File: src/rtl/irq_pkg.sv
// Shared constants and types for the interrupt capture stage that feeds
// the 8-to-3 priority encoder.
package irq_pkg;

    localparam int IRQ_N   = 8;
    localparam int IRQ_IDW = 3;

    typedef logic [IRQ_N-1:0]   irq_vec_t;
    typedef logic [IRQ_IDW-1:0] irq_id_t;

    // Every line enabled out of reset.
    localparam irq_vec_t IRQ_MASK_RST = '1;

endpackage : irq_pkg

File: src/rtl/irq_sync_edge.sv
// Single-bit two-flop synchronizer with a rising-edge detector. The delayed
// copy resets to 0, so a line held high through reset yields one edge.
module irq_sync_edge (
    input  logic clk,
    input  logic rst_n,
    input  logic din,
    output logic sync_q,
    output logic rise
);

    logic sync1;
    logic sync2;
    logic sync_d;

    // Two-flop metastability chain plus one-cycle delay for edge detection.
    always_ff @(posedge clk or negedge rst_n) begin
        if (!rst_n) begin
            sync1  <= 1'b0;
            sync2  <= 1'b0;
            sync_d <= 1'b0;
        end else begin
            // NOTE: non-blocking assignments make every flop sample the old
            // value of its predecessor; blocking here would collapse the chain.
            sync1  <= din;
            sync2  <= sync1;
            sync_d <= sync2;
        end
    end

    assign sync_q = sync2;
    assign rise   = sync2 & ~sync_d;

endmodule : irq_sync_edge

File: src/rtl/irq_capture.sv
// Captures asynchronous request lines as sticky pending bits, masks them
// for the downstream priority encoder, retires the serviced line on a clear
// handshake and flags events that land on an already-pending line.
module irq_capture
    import irq_pkg::*;
#(
    parameter int             N         = IRQ_N,
    parameter int             IDW       = IRQ_IDW,
    parameter bit             EDGE_MODE = 1'b1,
    parameter logic [N-1:0]   MASK_RST  = {N{1'b1}}
) (
    input  logic           clk,
    input  logic           rst_n,
    input  logic [N-1:0]   irq_in,
    input  logic           mask_we,
    input  logic [N-1:0]   mask_wdata,
    output logic [N-1:0]   mask_q,
    input  logic           clr_valid,
    input  logic [IDW-1:0] clr_id,
    input  logic           ovf_clr,
    output logic [N-1:0]   pending,
    output logic           pending_any,
    output logic [N-1:0]   overflow
);

    logic [N-1:0] sync_lvl;
    logic [N-1:0] sync_rise;
    logic [N-1:0] ev;
    logic [N-1:0] clr_hit;
    logic [N-1:0] raw_pending;
    logic [N-1:0] pend_next;
    logic [N-1:0] ovf_next;

    // Per-line synchronizer, event select and clear decode. Indices at or
    // beyond N never match any line, so out-of-range clears are ignored.
    for (genvar i = 0; i < N; i++) begin : g_line
        irq_sync_edge u_sync (
            .clk    (clk),
            .rst_n  (rst_n),
            .din    (irq_in[i]),
            .sync_q (sync_lvl[i]),
            .rise   (sync_rise[i])
        );

        assign ev[i]      = EDGE_MODE ? sync_rise[i] : sync_lvl[i];
        assign clr_hit[i] = clr_valid && (clr_id == IDW'(i));
    end

    // Next pending/overflow state: a new event always wins over a clear so
    // nothing is lost; an event on a still-pending line becomes overflow.
    always_comb begin
        // NOTE: every output of this block gets a default first, so no path
        // leaves a value unassigned and no latch is inferred.
        pend_next = ev | (raw_pending & ~clr_hit);
        ovf_next  = '0;
        if (EDGE_MODE) begin
            ovf_next = ovf_clr ? '0 : overflow;
            ovf_next = ovf_next | (ev & raw_pending & ~clr_hit);
        end
    end

    // Capture state and mask register; masking never gates capture.
    always_ff @(posedge clk or negedge rst_n) begin
        if (!rst_n) begin
            // NOTE: these are a handful of control flops, not a memory array,
            // so all of them are reset to give a defined state after rst_n.
            raw_pending <= '0;
            overflow    <= '0;
            mask_q      <= MASK_RST;
        end else begin
            raw_pending <= pend_next;
            overflow    <= ovf_next;
            if (mask_we) begin
                mask_q <= mask_wdata;
            end
        end
    end

    assign pending     = raw_pending & mask_q;
    assign pending_any = |pending;

endmodule : irq_capture
File: config.mk
export PLATFORM = sky130hd
export DESIGN_NAME = irq_capture
export DESIGN_NICKNAME = d
export VERILOG_FILES = /design/src/rtl/irq_pkg.sv /design/src/rtl/irq_sync_edge.sv /design/src/rtl/irq_capture.sv
export SDC_FILE = /design/constraint.sdc
export NUM_CORES = 1
export LEC_CHECK = 0
export CORE_UTILIZATION = 41
export DETAILED_ROUTE_END_ITERATION = 6
export HOLD_SLACK_MARGIN = 0.05
export PLACE_DENSITY = 0.74
export SETUP_SLACK_MARGIN = 0.2
export SLEW_MARGIN = 20
export SYNTH_ARGS = -nofsm -noshare
export SYNTH_HDL_FRONTEND = slang
export SYNTH_SLANG_ARGS = --single-unit
File: constraint.sdc
create_clock -name clk -period 1.5 [get_ports clk]
set_input_delay 0.15 -clock clk [delete_from_list [all_inputs] [get_ports clk]]
set_output_delay 0.15 -clock clk [all_outputs]
set_load 0.1 [all_outputs]
* After elaboration in Yosys (flattened, before gate mapping) *
Index checks and enable logic that the tools add are counted.

storage, ports and cells
  flip-flop bits (word level) = 48
  input port bits = 24
  output and inout bits = 25

cells by class
  eq/ne operators = 7
  multiplexer cells = 1
  bitwise logic cells = 23
  reductions and logical operators = 10

operators with widths
  cell                count
  $and 8x8->8         4
  $or 8x8->8          2
  $eq 3x3->1 const B  4
  $and 1x1->1         8
  $logic_and 1x1->1   8
  $mux 8              1
  $not 1->1           8
  $not 8->8           1
  $reduce_or 8->1     1
  $eq 3x2->1 const B  2
  $eq 3x1->1 const B  1
  $logic_not 3->1     1

* Depth between registers and ports, before layout *
  word-level depth = 5
  mapped depth = 3

* By module *
A second synthesis with hierarchy kept.

second synthesis, totals
  cells, all modules = 121
  area, all modules = 1715.4 µm²

modules (own cells, without submodules)
  module         instances  cells each  area each (µm²)  seq. area each (µm²)
  irq_capture    1          89          1004.7           610.6
  irq_sync_edge  8          4           88.8             75.1

* Worst setup path before layout *
Ideal clock, no wire load.

  path type = register to output
  start point = register mask_q[4]
  end point = output pending_any
  arrival = 2632 ps
  data required time = 1350 ps
  path slack = -1282 ps
  cell stages (with the launch flop) = 4
  buffers on the path = 0
  path through = dfstp_2 > and2_1 > or4_1 > or4_1

on the way
  longest elaborated chain between the ends = 2

ends and longest elaborated chain
  element                 line               source
  start, declared         irq_capture.sv:17  output logic [N-1:0] mask_q,
  start signal, assigned  irq_capture.sv:74  mask_q <= mask_wdata;
  $and 8x8->8             irq_capture.sv:79  assign pending = raw_pending & mask_q;
  via pending[4]          irq_capture.sv:21  output logic [N-1:0] pending,
  $reduce_or 8->1         irq_capture.sv:80  assign pending_any = |pending;
  end, declared           irq_capture.sv:22  output logic pending_any,

The timed path passes the listed nets, and every way through them passes these cells.

* Worst setup path after layout *
  start point = register mask_q[4]
  end point = output pending_any

on the way
  longest elaborated chain between the ends = 2

ends and longest elaborated chain
  element          line
  $and 8x8->8      irq_capture.sv:79
  $reduce_or 8->1  irq_capture.sv:80

Every way passes these cells.

==> impl_metrics.json <==
{
  "yosys-top-cells-count": "40 x dfrtp_1, 11 x inv_1, 10 x nand2_1",
  "dp.cells": 232,
  "hold_viol_final": 0,
  "tightestPinTransition_ns": 0.435,
  "min_to": "g_line[7].u_sync.sync1",
  "fp-row-count": 22,
  "met1_length_mm": 1.61,
  "maxCapViolCount": 0,
  "coreArea_um2": 3720,
  "p_leak_nw": 1.29,
  "status": "finished, violations left",
  "fp.dieArea_um2": 4210,
  "rrSetupSlack_ns": 0.47,
  "synth-edff-count": 0,
  "rsz0062_at_grt": "true",
  "dpl_cell_area_um2": 2650,
  "clk_latency_ns": 0.30,
  "synth_cells": 114,
  "finalClockSkew_ns": 0.0102,
  "finalSetupViolations": 3,
  "p_sw_mw": 1.24,
  "routed.top_layer": "met4",
  "hold_path_class": "in2reg",
  "avgRoutedWirePerCell_um": 16.7,
  "nFillCells": 212,
  "crit_top_cell": "or4_4",
  "cp-startpoint": "mask_q[4]",
  "globalplace.congestion": 0.772,
  "synth_area_leaders": "dfrtp_1 62%, dfstp_2 13%, mux2_2 5.6%",
  "fin_crit_ns": 2.22,
  "yosys_register_bits": 48,
  "ys_async_sr_fraction_pct": 100,
  "synth_top_cell_by_area": "dfrtp_1",
  "timing.rr.start": "mask_q[6]",
  "netlist.area_leader.share_pct": 61.7,
  "groute.usage.overall_pct": 22.0,
  "post-route-util_pct": 78.0,
  "fmax_mhz": 450,
  "vias": 1213,
  "grt_max_degree": 31,
  "layout.nets": 222,
  "ant_nets": 0,
  "dpl_worst_slack_ns": -0.377,
  "seqCellArea_um2": 1240,
  "crit_chain": "and2_4 > or4_4 > or4_4 > buf_12",
  "finalNonFillerCells": 247,
  "ys.flop_type": "dfrtp_1",
  "htreeDepth": 2,
  "grt_pass1_wl_mm": 6.67,
  "antenna_found_initial": 0,
  "synth.avg_cell_area_um2": 14.2,
  "cts_tree": "yes",
  "cts_buffer_depth": 2,
  "path_max_fanout": 2,
  "drive_above_1_share_pct": 47.2,
  "drv_slew": 0,
  "dr.pass1.iters": 4,
  "die_y_um": 64.9,
  "syn_to_final_growth_pct": 78.7,
  "slowest_stage": "or4_4",
  "slowest_delay_ns": 0.50,
  "startpoint_type": "flop",
  "r2r-end": "mask_q[6]",
  "start_util_pct": 43.7,
  "antenna_cells": 0,
  "wl_met3_um": 257,
  "grt_overflow": 0,
  "fin_crit_sh_pct": 148,
  "path_clk_slew_ns": 0.08,
  "p_per_area_nw_per_um2": 1260,
  "fp.dieW_um": 64.9,
  "whs_ns": 0.288,
  "slew_headroom_pct": 71.0,
  "ys_warn_count": 0,
  "worstHoldPathCells": 1,
  "p_clk_share_pct": 22.3,
  "hp-start": "irq_in[7]",
  "hpwl_mm": 2.75,
  "drt_iter0_markers": 28,
  "syn_nets": 138,
  "p_comb_share_pct": 36.9,
  "wirelength_mm": 4.13,
  "crit_type": "reg2out",
  "synth_most_common_cell": "dfrtp_1",
  "io_pins": 49,
  "end_kind": "primary output",
  "dr_wl_met2_mm": 2.14,
  "numCtsBuffers": 5,
  "multi_input_area_um2": 410,
  "intPower_mw": 2.42,
  "io_buffers": 48,
  "synth_area_um2": 1620,
  "required_ns": 1.35,
  "switching_share_pct": 34.0,
  "clockRootBuffer": "clkbuf_8",
  "reg2regPathDepth": 3,
  "p_seq_share_pct": 40.8,
  "ir_drop_v": 0.000918,
  "drt-vias-per-instance": 4.91,
  "synth_cell_types": 16,
  "first_global_vias": 1340,
  "cp.arrival_ns": 2.07,
  "stdcell_area_um2": 2900,
  "cts.sinks": 48,
  "drc": 0,
  "final.setup.worst_slack_ns": -0.720,
  "violations": "setup timing",
  "ys_seq_area_share_pct": 74.6
}
[layer usage]
layer  up-vias  global-route usage (%)
li1        550                       -
met1       597                    26.2
met2        55                    37.4
met3        11                    6.34
met4         0                    8.61
met5         -                       0
[what timing repair did]
| item | in CTS | in global routing |
|---|---|---|
| gates resized for setup | 16 | 8 |
| endpoints found under the hold margin | 14 | 0 |
| hold buffers | 1 | 0 |
| pin swaps | 5 | 0 |
| setup buffers | 1 | 5 |
| setup endpoints to repair | 19 | 20 |
[layout make-up]
type                            instances  share of cell area (%)
Clock buffer                            7                    3.36
Multi-Input combinational cell         53                    14.2
Timing Repair Buffer                   79                    36.0
Clock inverter                          1                   0.173
Sequential cell                        48                    42.8
Tap cell                               48                    2.07
Inverter                               11                    1.42
[cell families after synthesis]
logic type	after synthesis	synth area share, %
DFF	48	74.6
and+or+nand+nor	29	9.95
AOI/OAI and AO/OA	16	6.86
buffers and inverters	13	3.01
muxes	8	5.55
[critical path: cells and delay by family, from the launching register on]
| kind | cells | cell delay [ns] |
|---|---|---|
| buffers and inverters | 1 | 0.19 |
| AND/OR/NAND/NOR | 3 | 1.11 |
| flip-flops | 1 | 0.48 |
[worst max-delay path by stage]
stage	to	slack [ns]	cells after the start
6_report	pending_any	-0.72	4
5_1_grt	pending_any	-0.76	4
4_1_cts	pending_any	-0.70	4
3_5_place_dp	pending_any	-0.38	4
3_3_place_gp	pending_any	-0.38	4
2_1_floorplan	pending_any	-0.62	3
[registers in the layout, summed over array words and instances (netlist names)]
| signal | count |
|---|---|
| g_line.u_sync.sync_d | 8 |
| mask_q | 8 |
| raw_pending | 8 |
| overflow | 8 |
| g_line.u_sync.sync1 | 8 |
| g_line.u_sync.sync_q | 8 |
[power groups by stage]
stage | combinational (mW) | clock [mW] | sequential (mW)
6_report | 1.35 | 0.817 | 1.49
5_1_grt | 1.40 | 0.911 | 1.50
4_1_cts | 1.31 | 0.841 | 1.49
3_5_place_dp | 1.26 | 0 | 1.51
3_3_place_gp | 1.24 | 0 | 1.50
2_1_floorplan | 0.361 | 0 | 1.83
[cells in the final DEF (no fill, tap or decap), types with 5 or more instances in the layout]
cell type / netlist / routed
and2_4: 1 / 8
buf_12: 0 / 26
buf_4: 0 / 10
buf_6: 0 / 19
clkbuf_8: 0 / 5
clkdlybuf4s50_1: 0 / 22
dfrtp_1: 40 / 40
dfstp_4: 0 / 8
inv_1: 11 / 11
mux2_2: 8 / 8
nand2_1: 10 / 10
nand2b_1: 8 / 8
o22ai_1: 8 / 8
[stage by stage]
stage	TNS, ns	total power [mW]
5_1_grt	-1.02	3.81
2_1_floorplan	-0.619	2.19
6_report	-0.834	3.66
3_5_place_dp	-0.683	2.77
4_1_cts	-0.746	3.64
3_3_place_gp	-0.403	2.74
Note: power is estimated with default switching activity, not from simulation.
